--- config.mk ---
export PLATFORM = sky130hd
export DESIGN_NAME = lb_pixel_reader
export DESIGN_NICKNAME = d
export VERILOG_FILES = /design/src/rtl/lb_pixel_reader.sv
export SDC_FILE = /design/constraint.sdc
export NUM_CORES = 1
export LEC_CHECK = 0
export BUFFER_PORTS_ARGS = -buffer_cell sky130_fd_sc_hd__buf_2
export CORE_MARGIN = 2
export CORE_UTILIZATION = 45
export DETAILED_ROUTE_END_ITERATION = 8
export MAX_ROUTING_LAYER = met4
export PLACE_DENSITY = 0.72
export SETUP_SLACK_MARGIN = 0.3
export SYNTH_ARGS = -nofsm -noshare
export SYNTH_HDL_FRONTEND = slang
export SYNTH_SLANG_ARGS = --single-unit
--- constraint.sdc ---
create_clock -name clk -period 4.2 [get_ports clk]
set_input_delay 0.63 -clock clk [delete_from_list [all_inputs] [get_ports clk]]
set_output_delay 0.63 -clock clk [all_outputs]
set_load 0.02 [all_outputs]
--- src/rtl/lb_pixel_reader.sv ---
// lb_pixel_reader
// Read-side engine for the HDMI line buffer. Fetches a run of words from the
// read-only port of the line-buffer memory and unpacks each word into pixels
// on a valid/ready stream (pixel 0 of a word sits in the LSBs).
//
// Ports
//   clk, reset          single clock, synchronous active-high reset
//   start               one-cycle run request, honoured only in IDLE
//   base_addr           first word address of the run
//   word_count          words in the run, 0..2**ADDR_WIDTH
//   abort               cancels the current run, no done pulse
//   busy                high while a run is in progress
//   done                one-cycle pulse after a completed run
//   mem_en/mem_addr     memory read strobe and address
//   mem_we/mem_din      write side of the port, tied off
//   mem_dout            read data, one cycle after mem_en
//   px_valid/px_ready   pixel stream handshake
//   px_data/px_last     pixel and end-of-run marker
//
// state | meaning
// ------+---------------------------------------------------------------
// IDLE  | waiting for start; a zero-length start pulses done directly
// RUN   | issuing reads, buffering words and streaming pixels
// FLUSH | one cycle after abort; late read data and start are ignored
module lb_pixel_reader #(
  parameter int ADDR_WIDTH   = 10,
  parameter int NUM_COL      = 4,
  parameter int PIX_WIDTH    = 16,
  parameter int PIX_PER_WORD = 2,
  parameter int DATA_WIDTH   = PIX_WIDTH * PIX_PER_WORD
) (
  input  logic                  clk,
  input  logic                  reset,
  input  logic                  start,
  input  logic [ADDR_WIDTH-1:0] base_addr,
  input  logic [ADDR_WIDTH:0]   word_count,
  input  logic                  abort,
  output logic                  busy,
  output logic                  done,
  output logic                  mem_en,
  output logic [NUM_COL-1:0]    mem_we,
  output logic [ADDR_WIDTH-1:0] mem_addr,
  output logic [DATA_WIDTH-1:0] mem_din,
  input  logic [DATA_WIDTH-1:0] mem_dout,
  output logic                  px_valid,
  input  logic                  px_ready,
  output logic [PIX_WIDTH-1:0]  px_data,
  output logic                  px_last
);

  localparam int IDX_W = $clog2(PIX_PER_WORD);
  localparam logic [IDX_W-1:0] LAST_IDX = IDX_W'(PIX_PER_WORD - 1);

  typedef enum logic [1:0] {S_IDLE, S_RUN, S_FLUSH} state_t;

  state_t                state, state_nxt;
  logic [ADDR_WIDTH-1:0] addr_q;
  logic [ADDR_WIDTH:0]   issue_left;   // reads still to issue
  logic [ADDR_WIDTH:0]   pop_left;     // words still to hand out
  logic [DATA_WIDTH-1:0] buf_q [2];
  logic                  wr_ptr, rd_ptr;
  logic [1:0]            buf_cnt;
  logic                  rd_pend;      // read issued last cycle, data on mem_dout now
  logic [IDX_W-1:0]      pix_idx;
  logic                  done_q;

  logic                  rd_issue, push, pop, fire;
  logic [DATA_WIDTH-1:0] head;

  // Buffered words plus the read in flight never exceed the two buffer
  // slots, so the buffer cannot overflow even while the stream stalls.
  always_comb begin
    rd_issue = (state == S_RUN) && ((buf_cnt + 2'(rd_pend)) < 2'd2) &&
               (issue_left != '0);
    push     = (state == S_RUN) && rd_pend;
    head     = buf_q[rd_ptr];
    px_valid = (state == S_RUN) && (buf_cnt != 2'd0);
    px_data  = '0;
    for (int i = 0; i < PIX_PER_WORD; i++) begin
      if (pix_idx == IDX_W'(i)) px_data = head[i*PIX_WIDTH +: PIX_WIDTH];
    end
    px_last  = px_valid && (pix_idx == LAST_IDX) &&
               (pop_left == (ADDR_WIDTH+1)'(1));
    fire     = px_valid && px_ready;
    pop      = fire && (pix_idx == LAST_IDX);
  end

  always_ff @(posedge clk) begin
    if (reset) state <= S_IDLE;
    else       state <= state_nxt;
  end

  always_comb begin
    state_nxt = state;
    busy      = (state == S_RUN);
    mem_en    = rd_issue;
    if (abort) begin
      state_nxt = S_FLUSH;
    end else begin
      case (state)
        S_IDLE:  if (start && (word_count != '0)) state_nxt = S_RUN;
        S_RUN:   if (fire && px_last) state_nxt = S_IDLE;
        S_FLUSH: state_nxt = S_IDLE;
        default: state_nxt = S_IDLE;
      endcase
    end
  end

  always_ff @(posedge clk) begin
    if (reset) begin
      addr_q     <= '0;
      issue_left <= '0;
      pop_left   <= '0;
      for (int i = 0; i < 2; i++) buf_q[i] <= '0;
      wr_ptr     <= 1'b0;
      rd_ptr     <= 1'b0;
      buf_cnt    <= 2'd0;
      rd_pend    <= 1'b0;
      pix_idx    <= '0;
      done_q     <= 1'b0;
    end else begin
      done_q <= 1'b0;
      if (abort) begin
        // The read issued this cycle is dropped along with the buffer.
        wr_ptr  <= 1'b0;
        rd_ptr  <= 1'b0;
        buf_cnt <= 2'd0;
        rd_pend <= 1'b0;
        pix_idx <= '0;
      end else begin
        if ((state == S_IDLE) && start) begin
          addr_q     <= base_addr;
          issue_left <= word_count;
          pop_left   <= word_count;
          done_q     <= (word_count == '0);
        end
        rd_pend <= rd_issue;
        if (rd_issue) begin
          addr_q     <= addr_q + ADDR_WIDTH'(1);
          issue_left <= issue_left - (ADDR_WIDTH+1)'(1);
        end
        if (push) begin
          buf_q[wr_ptr] <= mem_dout;
          wr_ptr        <= ~wr_ptr;
        end
        if (fire) pix_idx <= (pix_idx == LAST_IDX) ? '0 : pix_idx + IDX_W'(1);
        if (pop) begin
          rd_ptr   <= ~rd_ptr;
          pop_left <= pop_left - (ADDR_WIDTH+1)'(1);
        end
        buf_cnt <= buf_cnt + 2'(push) - 2'(pop);
        if (fire && px_last) done_q <= 1'b1;
      end
    end
  end

  assign done     = done_q;
  assign mem_addr = addr_q;
  assign mem_we   = '0;
  assign mem_din  = '0;

endmodule
# Yosys cells after proc, flatten, opt, wreduce, memory -nomap -nowiden
# Memory sizes are Yosys's and may differ from the RTL's. A register that Yosys moved wholly into a read port is not among the register bits.
# Index checks and enable logic that the tools add are counted.
# Widths: inputs -> output; s select.
[classes] div=0 multipliers=0 eq_ne=6 n_reduce_logical=24 add_sub_neg=7 n_mux=24 magnitude_cmp=1 bitwise=3 shift=0
[ops] op="$mux 11" count=3
[ops] op="$mux 32" count=1
[ops] op="$reduce_or 32->1" count=1
[ops] op="$reduce_bool 11->1" count=2
[ops] op="$sub 11x1->11 const B" count=2
[ops] op="$mux 10" count=2
[ops] op="$mux 16" count=1
[ops] op="$mux 1" count=13
[ops] op="$eq 11x1->1 const B" count=1
[ops] op="$logic_and 1x1->1" count=11
[ops] op="$logic_not 11->1" count=1
[ops] op="$add 10x1->10 const B" count=1
[ops] op="$reduce_and 2->1" count=4
[ops] op="$mux 2" count=3
[ops] op="$reduce_bool 2->1" count=3
[ops] op="$add 2x1->2" count=2
[ops] op="$pmux 2 s2" count=1
[ops] op="$ne 3x2->1 const B" count=1
[ops] op="$ne 3x3->1 const B" count=1
[ops] op="$not 1->1" count=3
[ops] op="$eq 2x1->1 const B" count=1
[ops] op="$logic_not 2->1" count=1
[ops] op="$lt 2x2->1 const B" count=1
[ops] op="$ne 2x1->1 const B" count=1
[ops] op="4 further kinds" count=4
[word_totals] in_bits=58 ramBits=64 latchBits=0 regBits=41 n_memories=1 romBits=0 out_inout_bits=67
[memory_table] memory="buf_q" depth=2 width=32 read_ports=1 rd_clocked_by_memory_dff=1 wr=2 line_no="60" source="logic [DATA_WIDTH-1:0] buf_q [2];"

# Logic depth before layout (Yosys ltp)
[depth] depth_word=8 ltp_mapped=10 ltp_nobuf=8

# Worst setup path before layout
# OpenSTA, ideal clock, no wires.
[synth_timing] path_kind="register -> output" startpoint="register issue_left[0]" endpoint="output port mem_en" path_slack_ns=1.589 arrival_ns=1.981 stages_incl_launch_ff=9 n_path_buf=2 path_cell_list="dfxtp_1 -> inv_1 -> ha_1 -> or4b_4 -> or4b_1 -> buf_2 -> nand2_4 -> inv_1 -> buf_6"
[synth_between] elab_chain_cells=2
[synth_rtl] item="start, declared" line_no="58" source="logic [ADDR_WIDTH:0] issue_left;"
[synth_rtl] item="start signal, assigned" line_no="133" source="issue_left <= word_count;"
[synth_rtl] item="start signal, assigned" line_no="140" source="issue_left <= issue_left - (ADDR_WIDTH+1)'(1);"
[synth_rtl] item="$reduce_bool 11->1" line_no="74" source="(issue_left != '0);"
[synth_rtl] item="$logic_and 1x1->1" line_no="73" source="rd_issue = (state == S_RUN) && ((buf_cnt + 2'(rd_pend)) < 2'd2) &&"
[synth_rtl] item="end, declared" line_no="40" source="output logic mem_en,"
# Every way passes these cells.

# Worst setup path after layout
# Ends and elaborated chain as after synthesis.

==> summary.md <==
| Metric | Value |
|---|---|
| Status | finished, final reports clean |
| Clock slew at reported path FFs | 70 ps |
| Crit-path max FO | 14 |
| Share of layout cells above drive strength 1 | 24.1% |
| Final Cycle Share | 82.6% |
| Fin area | 6260 µm² |
| Count of final hold-check violations | 0 |
| Clock share of power | 36.5% |
| Seq pwr share | 50.9% |
| Initial DRC Count | 306 |
| Final Slew Violations | 0 |
| Vias post-DR | 4149 |
| Core footprint | 12000 µm² |
| Critical path capture point type | output port |
| Synth-to-Final Area Change | 13.0% |
| Largest net degree at the start of global routing | 44 |
| DR top layer | met4 |
| GRT Resource Usage Total | 19.4% |
| Post-CTS setup buffers | 0 |
| Worst hold slack | 480 ps |
| Logic pwr share | 12.6% |
| I/O pin total | 125 |
| Worst r2r dst | issue_left[5] |
| Ys async rst share | 0% |
| Later-pin clock latency in the skew report | 340 ps |
| # hold bufs at CTS | 0 |
| Global-route wire length before repair | 19800 µm |
| Slew @ Worst Pin | 970 ps |
| Tmin final | 3470 ps |
| Worst EP arrival | 2840 ps |
| Total Power | 2290 µW |
| R2R setup slack | 1430 ps |
| VDD IR-drop max | 0.186 mV |
| Yosys reg bits | 106 |
| Clk sink count | 106 |
| Post-CTS Resized | 0 |
| Initial core utilization | 46.1% |
| Crit start category | flop |
| Die Span Y | 115 µm |
| Die W | 115 µm |
| Vias per cell | 5.58 |
| Reg2reg start | issue_left[0] |
| Worst Setup EP | mem_en |
| CP cell instances | inv_1 -> ha_1 -> or4b_4 -> or4b_1 -> nand2_4 -> inv_1 -> buf_2 |
| Slew margin rel. | 35.3% |
| CTS tree | done |
| Setup Skew | 5.01 ps |
| Ys Warns | 0 |
| TritonRoute pass-1 iters | 5 |
| Fin Setup TNS | 0 ps |
| Req. time, crit path | 3570 ps |
| Placed Area | 5970 µm² |
| Prevailing post-synth register cell | edfxtp_1 |
| Post-route worst setup slack | 730 ps |
| Num CTS Buffers | 9 |
| HP Start | issue_left[1] |
| Static Leakage | 0.00244 µW |
| Final setup viols | 0 |
| Vias in the first global route | 4010 |
| Netlist Area Pre-Place | 5540 µm² |
| H-tree Lvls | 3 |
| Sw Share | 25.5% |
| Library cells used by synthesis | 65 |
| Final nets | 655 |
| R2r worst-path depth | 8 |
| Psw | 582 µW |
| Metal3 WL | 544 µm |
| Wirelength per Cell | 16.6 µm |
| Syn avg cell area | 10.7 µm² |
| Die footprint | 13200 µm² |
| Routed Antenna Nets | 0 |
| Clk root buf | clkbuf_16 |
| RSZ-0062 raised after global routing | false |
| GRT overflow | 0 |
| DP Worst Slack | 1090 ps |
| Row count | 40 |
| Max Freq | 288 MHz |
| Hpwl dp | 8440 µm |
| Drt drc | 0 |
| Routability cong. | 0.887 |
| Number of max-cap violations | 0 |
| EDFF count, synth | 64 |
| Initial antenna violation count | 0 |
| Share of the yosys chip area belonging to registers | 49.9% |
| Drt total wl | 12400 µm |
| HP Class | flop to flop |
| Cells after Synth | 516 |
| Met2 wire len | 5940 µm |
| CP startpoint | issue_left[0] |
| WS Path Type | flop to output port |
| Max Root-Sink Buffers | 2 |
| Critical path's largest stage delay | 640 ps |
| Cell mode on critical path | inv_1 |
| Antenna Cells | 0 |
| I/O Buffers | 88 |
| Slowest library cell on the worst path | or4b_1 |
| Int Pwr | 1700 µW |
| Power per standard cell area | 365 nW/µm² |
| Met1 WL | 5660 µm |
==> flip-flops by register name (all words and copies together), names as in the netlist, named ones only <==
signal	count
buf_q	64
pix_idx	1
done	1
pop_left	11
rd_ptr	1
issue_left	11
state	2
mem_addr	10
buf_cnt	2
wr_ptr	1
rd_pend	1
==> power by group through the flow <==
stage          clock (µW)  combinational (µW)  sequential (µW)
4_1_cts               841                 285             1160
6_report              835                 287             1160
2_1_floorplan           0                 217             1190
3_3_place_gp            0                 278             1190
5_1_grt               882                 311             1170
3_5_place_dp            0                 284             1190
==> kinds of logic after synthesis <==
kind of cell / share of synthesized area [%]
AOI/OAI and AO/OA: 12.7
xor gates and xnor gates: 0.949
adders and majority gates: 1.13
buffers and inverters: 8.22
DFF: 49.9
muxes: 6.68
other: 0.0677
and+or+nand+nor: 20.3
==> how the worst min path moves through the flow <==
stage	cells after the start	endpoint	slack (ps)
finish	2	issue_left[1]	480
global route	2	pop_left[6]	520
CTS	2	issue_left[1]	480
detailed placement	2	issue_left[1]	470
global placement	2	issue_left[1]	460
floorplan	2	issue_left[1]	450
==> metrics by stage <==
step	instances	utilization, %
final	744	52.1
after global routing	744	52.1
after CTS	744	52.1
after detailed placement	728	49.7
after global placement	728	49.7
after floorplan	551	-
==> layer usage <==
layer / vias up / GRT usage, %
li1: 1979 / -
met1: 2013 / 25.7
met2: 140 / 31.0
met3: 17 / 2.27
met4: 0 / 7.15
met5: - / -
==> cell usage in the layout (no fill, tap or decap), types with 12 or more instances in the layout <==
| cell | n |
|---|---|
| buf_2 | 88 |
| and2_1 | 66 |
| edfxtp_1 | 64 |
| dfxtp_1 | 42 |
| a21oi_1 | 39 |
| conb_1 | 36 |
| nor2_1 | 26 |
| o21ai_0 | 25 |
| nand2_1 | 17 |
| mux4_2 | 16 |
| nor4_1 | 12 |
==> cells in the mapped netlist, drive strengths merged, types with 12 or more instances <==
master / count / area share (%)
a21oi: 39 / 3.5
and2: 67 / 7.6
buf: 43 / 5.8
clkbuf: 25 / 1.7
dfxtp: 42 / 15
edfxtp: 64 / 35
mux4: 16 / 6.5
nand2: 18 / 1.4
nor2: 26 / 1.8
nor4: 12 / 1.4
o21ai: 26 / 2.3
==> layout make-up <==
class                           instances  area [µm²]
Sequential cell                       106        2760
Multi-Input combinational cell        366        2460
Fill cell                            1041        5750
Inverter                               11        41.3
Clock buffer                           12         236
Clock inverter                          4        55.1
Timing Repair Buffer                   98         515
Tap cell                              147         184
==> worst max-delay path: cells and delay by family, from the launching register on <==
| kind | cells | cell delay, ps |
|---|---|---|
| DFF | 1 | 340 |
| and+or+nand+nor | 3 | 1400 |
| buffers and inverters | 3 | 570 |
| adders and majority gates | 1 | 190 |
No activity file was read; power rests on OpenSTA's default activity.
